**src/rtl/rv_soc_pkg.sv**
```systemverilog
// Shared types and default widths for the RV32IM SoC run-control slice.
package rv_soc_pkg;

    localparam int PC_W_DEF  = 10;
    localparam int CNT_W_DEF = 16;

    typedef enum logic [2:0] {
        ST_HOLD    = 3'd0,
        ST_RELEASE = 3'd1,
        ST_RUN     = 3'd2,
        ST_DONE    = 3'd3,
        ST_TOUT    = 3'd4
    } run_state_t;

endpackage

```
**src/rtl/rv_pc_stall_det.sv**
```systemverilog
// PC self-loop detector: flags the sample that completes STALL_CYC consecutive
// equal PC samples (the first sample after clear counts as one of them).
module rv_pc_stall_det
    import rv_soc_pkg::*;
#(
    parameter int PC_W      = PC_W_DEF,
    parameter int STALL_CYC = 8
) (
    input  logic            clk_i,
    input  logic            rst_n_i,
    input  logic            en_i,
    input  logic            clr_i,
    input  logic [PC_W-1:0] pc_i,
    output logic            stall_hit_o
);

    localparam int SW = (STALL_CYC > 2) ? $clog2(STALL_CYC) : 1;

    logic [PC_W-1:0] prev_pc_q;
    logic            pc_valid_q;
    logic [SW-1:0]   stall_cnt_q;
    logic            match_s;

    assign match_s     = pc_valid_q && (pc_i == prev_pc_q);
    assign stall_hit_o = match_s && (stall_cnt_q == SW'(STALL_CYC - 2));

    // Track previous PC and length of the current run of equal samples.
    always_ff @(posedge clk_i or negedge rst_n_i) begin
        if (!rst_n_i) begin
            prev_pc_q   <= '0;
            pc_valid_q  <= 1'b0;
            stall_cnt_q <= '0;
        end else if (clr_i) begin
            prev_pc_q   <= '0;
            pc_valid_q  <= 1'b0;
            stall_cnt_q <= '0;
        end else if (en_i) begin
            prev_pc_q   <= pc_i;
            pc_valid_q  <= 1'b1;
            stall_cnt_q <= match_s ? (stall_cnt_q + SW'(1)) : '0;
        end else begin
            prev_pc_q   <= prev_pc_q;
            pc_valid_q  <= pc_valid_q;
            stall_cnt_q <= stall_cnt_q;
        end
    end

endmodule

```
**src/rtl/rv_run_ctrl.sv**
```systemverilog
// Run controller: staggered per-domain reset release, run-cycle counting,
// end-of-program (PC self-loop) detection and cycle-budget timeout.
module rv_run_ctrl
    import rv_soc_pkg::*;
#(
    parameter int PC_W      = PC_W_DEF,
    parameter int NCH       = 2,
    parameter int HOLD_CYC  = 5,
    parameter int STAGGER   = 1,
    parameter int STALL_CYC = 8,
    parameter int TIMEOUT   = 100,
    parameter int CNT_W     = CNT_W_DEF
) (
    input  logic              clk,
    input  logic              rst,
    input  logic              start,
    input  logic [PC_W-1:0]   pc_in,
    output logic [NCH-1:0]    core_rst_o,
    output logic              running,
    output logic              done,
    output logic              timeout,
    output logic [CNT_W-1:0]  cycle_cnt,
    output logic [PC_W-1:0]   final_pc
);

    localparam int LAST_T = HOLD_CYC + (NCH - 1) * STAGGER;
    localparam int TW     = $clog2(LAST_T + 1) + 1;

    run_state_t       state_q;
    logic [TW-1:0]    t_q;
    logic [TW-1:0]    t_d;
    logic [NCH-1:0]   core_rst_q;
    logic             running_q;
    logic             done_q;
    logic             timeout_q;
    logic [CNT_W-1:0] cycle_cnt_q;
    logic [CNT_W-1:0] cnt_inc_s;
    logic [PC_W-1:0]  final_pc_q;
    logic [NCH-1:0]   rel_s;
    logic             tout_hit_s;
    logic             stall_hit_s;
    logic             stall_en_s;
    logic             stall_clr_s;
    logic             restart_s;

    assign t_d         = t_q + TW'(1);
    assign cnt_inc_s   = (&cycle_cnt_q) ? cycle_cnt_q : (cycle_cnt_q + CNT_W'(1));
    assign tout_hit_s  = (TIMEOUT != 0) && (cnt_inc_s == CNT_W'(TIMEOUT));
    assign restart_s   = start && ((state_q == ST_DONE) || (state_q == ST_TOUT));
    assign stall_en_s  = (state_q == ST_RUN);
    assign stall_clr_s = restart_s;

    // Channel i is released once the hold timer reaches its staggered slot.
    always_comb begin
        rel_s = '0;
        for (int i = 0; i < NCH; i++) begin
            rel_s[i] = (int'(t_d) >= (HOLD_CYC + i * STAGGER));
        end
    end

    rv_pc_stall_det #(
        .PC_W      (PC_W),
        .STALL_CYC (STALL_CYC)
    ) u_stall_det (
        .clk_i       (clk),
        .rst_n_i     (rst),
        .en_i        (stall_en_s),
        .clr_i       (stall_clr_s),
        .pc_i        (pc_in),
        .stall_hit_o (stall_hit_s)
    );

    // Run-control FSM with all outputs held in registers.
    always_ff @(posedge clk or negedge rst) begin
        if (!rst) begin
            state_q     <= ST_HOLD;
            t_q         <= '0;
            core_rst_q  <= '1;
            running_q   <= 1'b0;
            done_q      <= 1'b0;
            timeout_q   <= 1'b0;
            cycle_cnt_q <= '0;
            final_pc_q  <= '0;
        end else begin
            case (state_q)
                ST_HOLD, ST_RELEASE: begin
                    t_q        <= t_d;
                    core_rst_q <= ~rel_s;
                    if (t_d == TW'(LAST_T)) begin
                        state_q   <= ST_RUN;
                        running_q <= 1'b1;
                    end else if (rel_s[0]) begin
                        state_q <= ST_RELEASE;
                    end else begin
                        state_q <= ST_HOLD;
                    end
                end
                ST_RUN: begin
                    cycle_cnt_q <= cnt_inc_s;
                    // A completed stall takes priority over the budget expiring.
                    if (stall_hit_s) begin
                        state_q    <= ST_DONE;
                        done_q     <= 1'b1;
                        running_q  <= 1'b0;
                        core_rst_q <= '1;
                        final_pc_q <= pc_in;
                    end else if (tout_hit_s) begin
                        state_q    <= ST_TOUT;
                        timeout_q  <= 1'b1;
                        running_q  <= 1'b0;
                        core_rst_q <= '1;
                        final_pc_q <= pc_in;
                    end else begin
                        state_q <= ST_RUN;
                    end
                end
                ST_DONE, ST_TOUT: begin
                    if (start) begin
                        state_q     <= ST_HOLD;
                        t_q         <= '0;
                        cycle_cnt_q <= '0;
                        done_q      <= 1'b0;
                        timeout_q   <= 1'b0;
                    end else begin
                        state_q <= state_q;
                    end
                end
                default: begin
                    state_q    <= ST_HOLD;
                    t_q        <= '0;
                    core_rst_q <= '1;
                    running_q  <= 1'b0;
                end
            endcase
        end
    end

    assign core_rst_o = core_rst_q;
    assign running    = running_q;
    assign done       = done_q;
    assign timeout    = timeout_q;
    assign cycle_cnt  = cycle_cnt_q;
    assign final_pc   = final_pc_q;

endmodule

```
**config.mk**
```make
export PLATFORM = sky130hd
export DESIGN_NAME = rv_run_ctrl
export DESIGN_NICKNAME = d
export VERILOG_FILES = /design/src/rtl/rv_soc_pkg.sv /design/src/rtl/rv_pc_stall_det.sv /design/src/rtl/rv_run_ctrl.sv
export SDC_FILE = /design/constraint.sdc
export NUM_CORES = 1
export LEC_CHECK = 0
export ABC_AREA = 1
export CAP_MARGIN = 20
export CORE_ASPECT_RATIO = 1.5
export CORE_MARGIN = 1
export CORE_UTILIZATION = 54
export DETAILED_ROUTE_END_ITERATION = 10
export GPL_TIMING_DRIVEN = 1
export PLACE_DENSITY = 0.79
export SLEW_MARGIN = 5
export SYNTH_ARGS = -nofsm -noshare
export SYNTH_HDL_FRONTEND = slang
export SYNTH_SLANG_ARGS = --single-unit
export TNS_END_PERCENT = 5
```
**constraint.sdc**
```tcl
create_clock -name clk -period 2.7 [get_ports clk]
set_clock_uncertainty 0.15 [all_clocks]
set_input_delay 0.675 -clock clk [delete_from_list [all_inputs] [get_ports clk]]
set_output_delay 0.675 -clock clk [all_outputs]
set_load 0.05 [all_outputs]
```
### Yosys cells after proc, flatten, opt, wreduce, memory -nomap -nowiden

Index checks and enable logic that the tools add are counted.

* bits in registers: 52
* word-level logic and storage cells: 84
* input bits: 13

* $lt $le $gt $ge: 2
* bitwise gates (word level): 3
* mux-type cells: 33
* reduce and logical (&&, ||, !) cells: 18
* eq/ne operators: 14
* add/sub/neg operators: 3

Operators by type and width (number)
* two-way mux 10 bit: 4
* two-way mux 16 bit: 2
* case mux 16 bit (2 select lines): 1
* two-way mux 3 bit: 6
* adder 16 x 1 -> 16 bit, second input constant: 1
* == test 16 x 7 -> 1 bit, second input constant: 1
* AND reduction 16 bit: 1
* case mux 4 bit (3 select lines): 1
* == test 10 bit: 1
* two-way mux 1 bit: 10
* != test 2 bit, second input constant: 5
* case mux 3 bit (3 select lines): 1
* greater-or-equal comparator 4 x 3 -> 1 bit, second input constant: 2
* AND reduction 2 bit: 4
* == test 3 x 2 -> 1 bit, second input constant: 2
* == test 3 bit, second input constant: 2
* two-way mux 2 bit: 3
* case mux 2 bit (3 select lines): 1
* AND reduction 3 bit: 2
* nonzero test 2 bit: 3
* adder 4 x 1 -> 4 bit, second input constant: 1
* == test 4 x 3 -> 1 bit, second input constant: 1
* two-way mux 4 bit: 1
* case mux 1 bit (2 select lines): 2
* 11 further kinds: 15

### Logic depth before layout (Yosys ltp)

Gate-level depths: netlist (run 1).

* depth in word-level cells: 6
* mapped depth: 16
* mapped depth without buffers: 15

### Cells and area by module

From an unflattened synthesis (run 1), not the netlist that was laid out.

* cell total of the unflattened synthesis: 422
* area total of the unflattened synthesis: 3100.5 um^2

Modules (own cells, without submodules)
* rv_run_ctrl: instances 1, cells an instance 309, seq. area each 953.4 um^2, area an instance 2290.9 um^2
* rv_pc_stall_det: instances 1, cells an instance 113, seq. area each 350.3 um^2, area an instance 809.5 um^2

### Worst setup path after synthesis (run 1)

OpenSTA, ideal clock, no wires.

* path kind: register to register
* from: register cycle_cnt_q[0] (netlist: cycle_cnt[0])
* to: register final_pc_q[2] (netlist: final_pc[2])
* library setup time: 119 ps
* cell stages (with the launch flop): 16
* arrival time: 2316 ps
* setup slack: 115 ps
* clock period less this slack: 2585 ps
* path through: dfrtp_1 ha_1 nand3_2 inv_2 nand2_4 nor2_8 nand2_1 nand2_2 nand3_2 nor2_2 nand2_1 nand2_2 nand2_4 buf_6 nand2_1 nand2_1

* longest elaborated chain between the ends: 5
* elaborated cells between the ends (all ways): 6

Ends and longest elaborated chain
* from (decl): line rv_run_ctrl.sv:36 `logic [CNT_W-1:0] cycle_cnt_q;`
* from (signal assigned): line rv_run_ctrl.sv:99 `cycle_cnt_q <= cnt_inc_s;`
* adder 16 x 1 -> 16 bit or AND reduction 16 bit (tied branches): line rv_run_ctrl.sv:47 `assign cnt_inc_s = (&cycle_cnt_q) ? cycle_cnt_q : (cycle_cnt_q + CNT_W'(1));`
* two-way mux 16 bit (*): line rv_run_ctrl.sv:47
* == test 16 x 7 -> 1 bit (*): line rv_run_ctrl.sv:48 `assign tout_hit_s = (TIMEOUT != 0) && (cnt_inc_s == CNT_W'(TIMEOUT));`
* nonzero test 2 bit (no source line) (*)
* AND reduction 2 bit (no source line) (*)
* to (signal assigned): line rv_run_ctrl.sv:106 `final_pc_q <= pc_in;`
* to (signal assigned): line rv_run_ctrl.sv:112 `final_pc_q <= pc_in;`
* to (decl): line rv_run_ctrl.sv:38 `logic [PC_W-1:0] final_pc_q;`

Every way passes the cells marked *; elsewhere a longest branch is shown, timed or not.
A chain may end at the register's enable or synchronous reset.

### Final worst setup path (run 1)

* from: register cycle_cnt_q[2] (netlist: cycle_cnt[2])
* to: output port cycle_cnt[2]

RTL lines
* to (decl): line rv_run_ctrl.sv:22 `output logic [CNT_W-1:0] cycle_cnt,`

No word-level cell between the ends.

==> impl_metrics.ini, run 1 <==
[place]
place_ws_ps = -3.62
place.gp.congestion = 0.927
dp_hpwl_um = 5590
dpl_cell_area_mm2 = 0.00355
port_buffers = 43

[yosys]
synth_cells = 398
syn_area_per_cell_um2 = 7.54
synth_enable_flop_cells = 0
synthFlopType = dfrtp_1
synth_top_area_share_pct = 41.7
ys_seq_area_share_pct = 43.4
synth.area.top_cells = dfrtp_1, nand2_1, inv_1
synth_area_mm2 = 0.00300
yosysWarnings = 0
ys_seq_elements = 52
syn_nets = 418
synthArstFlopShare_pct = 100
synth.distinct_cells = 32
yosys.area.top_type = dfrtp_1

[floorplanning]
die_h_um = 93.3
fp.dieArea_mm2 = 0.00587
rows = 32
die_w_um = 62.9
coreArea_mm2 = 0.00525
num_io_pins = 44
start_util_pct = 57.2

[sta]
min_period_ps = 2490
hold_viol_final = 0
slew_headroom_pct = 64.5
fmax_mhz = 402
final_critical_path_setup_slack_ps = 213
setup_viol = 0
min_period_over_period_pct = 92.1
slew_viol_final = 0
tightest_slew_ps = 532
holdWs_ps = 186
rsz0062_at_grt = no

[critical_path]
max_stage_delay_ps = 850
path_depth = 1
path_class = register to primary output
critPathTopFamily = buffers and inverters
start_kind = register
slowest_stage = clkdlybuf4s50_1
cp-end-kind = primary output
reg2reg_depth = 14
path_cells = clkdlybuf4s50_1
cp_max_fo = 8
crit_arrival_ps = 1660
crit_buf_inv = 1
r2r_slack_ps = 280
cp.required_ps = 1880

[finish]
final_nets = 471
fin_util_pct = 69.7
drive_above_1_share_pct = 10.6
final_common_cell = nand2_1
final_cell_mix = nand2_1, inv_1, dfrtp_1
nFillCells = 454
stdcell_area_mm2 = 0.00366
diodes = 0
area_growth_syn_to_layout_pct = 21.8

[detailed_routing]
vias = 2794
via_per_inst = 5.37
avgRoutedWirePerCell_um = 13.7
firstDrtPassIters = 4
routed_wl_um = 7140
drtIter0Drc = 163
drcViolationCount = 0
ant_nets = 0

[grt]
grt_start_max_net_pins = 24
grt-ovfl-total = 0
gr-usage-all-layers_pct = 26.8
grt_pass1_wl_um = 12200
grt_pass1_vias = 2747
antenna_found_initial = 0

[cts]
cts_root_buffer = clkbuf_8
clk_latency_ps = 310
cts_resized = 0
clk_pin_slew_ps = 100
htreeDepth = 2
cts_made_buffers = 5
cts_tree = built
cts_buffer_depth = 2
cts_setup_buffers = 0
cts.sinks = 52
postCtsHoldBufs = 0

[pwr]
power_uw = 3820
p_leak_uw = 0.00182
pwr_density_cell_mw_per_mm2 = 1040
ir_drop_mv = 0.562

[status]
status = finished clean

[run]
drv_cap = 0

[worst_hold_path]
hold_path.class = input pin to asynchronous set/reset pin
==> power by group <==
part / switching, uW / internal [uW]
clock network: 262 / 276
registers: 242 / 1040
logic: 1310 / 685
total: 1810 / 2000
==> cell usage after synthesis, types with 2 or more instances <==
master	n
nor3_1	6
o22ai_1	4
nand3_2	2
o21ai_0	30
o21ai_2	10
xnor2_1	2
dfrtp_1	50
clkbuf_1	3
nand3_1	27
ha_1	7
nand2_4	2
nand4_1	11
a21oi_1	2
xor2_1	5
or2_2	3
nand2_2	3
nand2_1	118
nor2_2	4
a22oi_1	7
nor2_1	30
nor2_4	2
inv_1	57
dfstp_2	2
inv_2	2
o211ai_1	2
==> through the flow <==
| step | TNS (ps) | instances |
|---|---|---|
| global placement | 0 | 512 |
| detailed placement | -6.69 | 512 |
| CTS | 0 | 520 |
| floorplan | 0 | 398 |
| finish | 0 | 520 |
| global route | 0 | 520 |
==> cells by family after synthesis <==
group	Yosys count	share of synthesized area, %
adder cells (fa/ha/maj)	7	2.92
buffers and inverters	65	8.42
flip-flops	52	43.4
AND/OR/NAND/NOR	211	31.7
XOR/XNOR	7	2.04
AO/OA/AOI/OAI	56	11.5
==> worst paths after layout <==
check,to,start
max,cycle_cnt[2],cycle_cnt[2]
min,final_pc[7],rst
max reg2reg,final_pc[0],cycle_cnt[1]
min reg2reg,core_rst_o[1],core_rst_o[1]
max in group asynchronous,core_rst_o[1],rst
min in group clk,core_rst_o[1],core_rst_o[1]
==> metal layers <==
| layer | GRT usage [%] | up-vias | share of wire, % |
|---|---|---|---|
| met5 | 0 | - | 0 |
| met4 | 15.5 | 0 | 4.7 |
| met3 | 3.41 | 25 | 3.1 |
| met2 | 49.7 | 74 | 54 |
| met1 | 28.4 | 1319 | 38 |
| li1 | - | 1376 | - |
==> flip-flops by register name (all words and copies together), names as in the netlist, 2 cells and up <==
signal / cells
final_pc: 10
state_q: 3
core_rst_o: 2
u_stall_det.stall_cnt_q: 3
t_q: 4
cycle_cnt: 16
u_stall_det.prev_pc_q: 10
==> final cells by class <==
class	instances	area [um^2]	share of cell area [%]
timing repair buffer	52	493	13.5
clock inverter	2	35.0	0.958
inverter	59	221	6.06
clock buffer	6	72.6	1.98
tap	68	85.1	2.33
sequential	52	1300	35.7
multi-input combinational	281	1450	39.5
No activity file was read; power rests on OpenSTA's default activity.
==> run 2, diff against run 1 <==
--- a/config.mk
+++ b/config.mk
@@ -8,7 +8,6 @@
 export ABC_AREA = 1
 export CAP_MARGIN = 20
 export CORE_ASPECT_RATIO = 1.5
-export CORE_MARGIN = 1
 export CORE_UTILIZATION = 54
 export DETAILED_ROUTE_END_ITERATION = 10
 export GPL_TIMING_DRIVEN = 1
==> results of run 2 <==
No change in the layout: final DEF, timing and power equal those of run 1.
==> run 3, diff against run 2 <==
--- a/config.mk
+++ b/config.mk
@@ -7,13 +7,16 @@
 export LEC_CHECK = 0
 export ABC_AREA = 1
 export CAP_MARGIN = 20
+export CELL_PAD_IN_SITES_DETAIL_PLACEMENT = 2
+export CELL_PAD_IN_SITES_GLOBAL_PLACEMENT = 2
 export CORE_ASPECT_RATIO = 1.5
-export CORE_UTILIZATION = 54
+export CORE_UTILIZATION = 31
 export DETAILED_ROUTE_END_ITERATION = 10
 export GPL_TIMING_DRIVEN = 1
-export PLACE_DENSITY = 0.79
+export PLACE_DENSITY_LB_ADDON = 0.1
 export SLEW_MARGIN = 5
 export SYNTH_ARGS = -nofsm -noshare
 export SYNTH_HDL_FRONTEND = slang
+export SYNTH_HIERARCHICAL = 1
 export SYNTH_SLANG_ARGS = --single-unit
 export TNS_END_PERCENT = 5
==> run 3 against run 2 <==
Net effect: sequential share of layout area down 2.1 points; clock power up 26%; via count grew 8.4%; power is 59% lower; combinational power decreased by 96%; largest cell class unchanged.
==> impl_metrics.ini, run 3 <==
[floorplanning]
coreArea_mm2 = 0.00969
die_w_um = 83.7
fp.dieArea_mm2 = 0.0104
num_io_pins = 44
rows = 44
start_util_pct = 32.0
die_h_um = 124

[critical_path]
path_depth = 1
startpoint = cycle_cnt[2]
path_cells = clkdlybuf4s50_1
r2r_slack_ps = 270
slowest_stage = clkdlybuf4s50_1
cp_max_fo = 8
reg2reg_from = cycle_cnt[2]
max_stage_delay_ps = 850
critPathTopFamily = buffers and inverters
crit_arrival_ps = 1640
crit_end = cycle_cnt[2]
crit_buf_inv = 1
path_class = register to primary output
reg2reg_depth = 13
start_kind = register
r2r_end = final_pc[5]
cp-end-kind = primary output
cp.required_ps = 1880

[detailed_routing]
via_per_inst = 5.08
firstDrtPassIters = 3
ant_nets = 0
drtIter0Drc = 85
routed_wl_um = 10200
avgRoutedWirePerCell_um = 17.0
vias = 3030
drcViolationCount = 0

[grt]
grt_pass1_wl_um = 17000
grt_start_max_net_pins = 53
grt-ovfl-total = 0
grt_pass1_vias = 3493
antenna_found_initial = 0
gr-usage-all-layers_pct = 20.6

[sta]
slew_viol_final = 0
min_period_ps = 2460
setup_viol = 0
tns_ps = 0
fmax_mhz = 406
hold_viol_final = 0
tightest_slew_ps = 506
min_period_over_period_pct = 91.3
rsz0062_at_grt = no
slew_headroom_pct = 66.2

[yosys]
synthFlopType = dfrtp_1
synth_commonest_cells = nand2_1, inv_1, dfrtp_1, nand3_1, nor2_1
yosys.area.top_type = dfrtp_1
synth_most_common_cell = nand2_1
synth.area.top_cells = dfrtp_1, nand2_1, inv_1
ys_seq_area_share_pct = 42.1
syn_nets = 442
syn_area_per_cell_um2 = 7.35
synth_enable_flop_cells = 0
ys_seq_elements = 52
synthArstFlopShare_pct = 100
synth_area_mm2 = 0.00310
synth_cells = 422
synth_top_area_share_pct = 40.4
synth.distinct_cells = 34
yosysWarnings = 6

[cts]
clk_latency_ps = 300
cts.sinks = 52
cts_root_buffer = clkbuf_16
cts_tree = built
clk_pin_slew_ps = 70
htreeDepth = 2
cts_made_buffers = 5
cts_buffer_depth = 2

[pwr]
p_sw_share_pct = 23.3
p_sw_uw = 363
p_leak_uw = 0.00214
ir_drop_mv = 0.356
clkPwrFrac_pct = 43.5
p_int_uw = 1190
pwr_density_cell_mw_per_mm2 = 401
seq_power_share_pct = 50.8
combinationalPowerShare_pct = 5.7

[worst_hold_path]
hold_path.class = input pin to asynchronous set/reset pin

[place]
dp.cells = 589
place.gp.congestion = 0.788
dpl_cell_area_mm2 = 0.00373
dp_hpwl_um = 8150
port_buffers = 43

[status]
status = finished clean

[finish]
diodes = 0
drive_above_1_share_pct = 9.13
final_cell_mix = nand2_1, inv_1, dfrtp_1
stdcell_area_mm2 = 0.00388
area_growth_syn_to_layout_pct = 25.2
final_common_cell = nand2_1
largest_reg_flops = 16
nFillCells = 1164
final_cells = 597
final_nets = 501

[run]
drv_cap = 0
==> run 3: cell types whose count changed after synthesis, moves of 8 or more <==
cell	change
o22ai_1	+9
o21ai_0	-11
nand3_1	+17
nor2_1	+8
o21ai_2	-10
inv_1	+8
==> run 3: power by group through the flow <==
stage / Combinational [uW] / Sequential, uW / Clock, uW
after floorplan: 35.6 / 805 / 0
after global routing: 100 / 791 / 728
after global placement: 88.1 / 805 / 0
final: 89.0 / 790 / 676
after detailed placement: 91.5 / 806 / 0
after CTS: 91.6 / 790 / 701
==> run 3: final cells by class <==
cell class / count / area [um^2] / share of cell area [%]
Multi-Input combinational cell: 296 / 1480 / 38.1
Sequential cell: 52 / 1300 / 33.6
Timing Repair Buffer: 58 / 551 / 14.2
Inverter: 68 / 255 / 6.57
Tap cell: 115 / 144 / 3.71
Clock buffer: 7 / 143 / 3.67
Clock inverter: 1 / 8.76 / 0.226
==> run 3: kinds of logic after synthesis <==
kind of cell | count (synthesis) | share of synthesized area, %
buf+inv | 74 | 10.5
xor+xnor | 7 | 2.22
fa+ha+maj | 7 | 2.82
flops | 52 | 42.1
compound gates | 46 | 8.43
simple gates | 236 | 34.0
==> run 3: routing by layer <==
| layer | up-vias | share of wire, % | track usage [%] |
|---|---|---|---|
| met4 | 0 | 2.0 | 6.88 |
| li1 | 1462 | - | - |
| met2 | 46 | 60 | 43.3 |
| met5 | - | 0 | 0 |
| met3 | 14 | 1.8 | 1.99 |
| met1 | 1508 | 36 | 20.1 |
==> run 3: metrics by stage <==
stage                     power, uW  hold WS, ps  worst slack (ps)  util [%]
after floorplan                 840          229               218         -
after global placement          893          304              72.3      38.5
after detailed placement        897          312              19.6      38.5
after CTS                      1580          229               157      40.0
after global routing           1620          251              23.5      40.1
final                          1560          215               236      40.1
==> run 3: what timing repair did <==
item,in CTS,in global routing
endpoints found under the setup margin,0,8
hold buffers,0,0
setup buffers,0,0
gates resized for setup,0,1
==> run 3: worst min-delay path by stage <==
| stage | slack (ps) | cells after the start | start | end |
|---|---|---|---|---|
| CTS | 230 | 2 | rst | cycle_cnt[13] |
| detailed placement | 310 | 2 | core_rst_o[1] | core_rst_o[1] |
| global placement | 300 | 2 | core_rst_o[1] | core_rst_o[1] |
| finish | 220 | 2 | rst | cycle_cnt[13] |
| floorplan | 230 | 0 | rst | cycle_cnt[0] |
| global route | 250 | 2 | rst | cycle_cnt[9] |
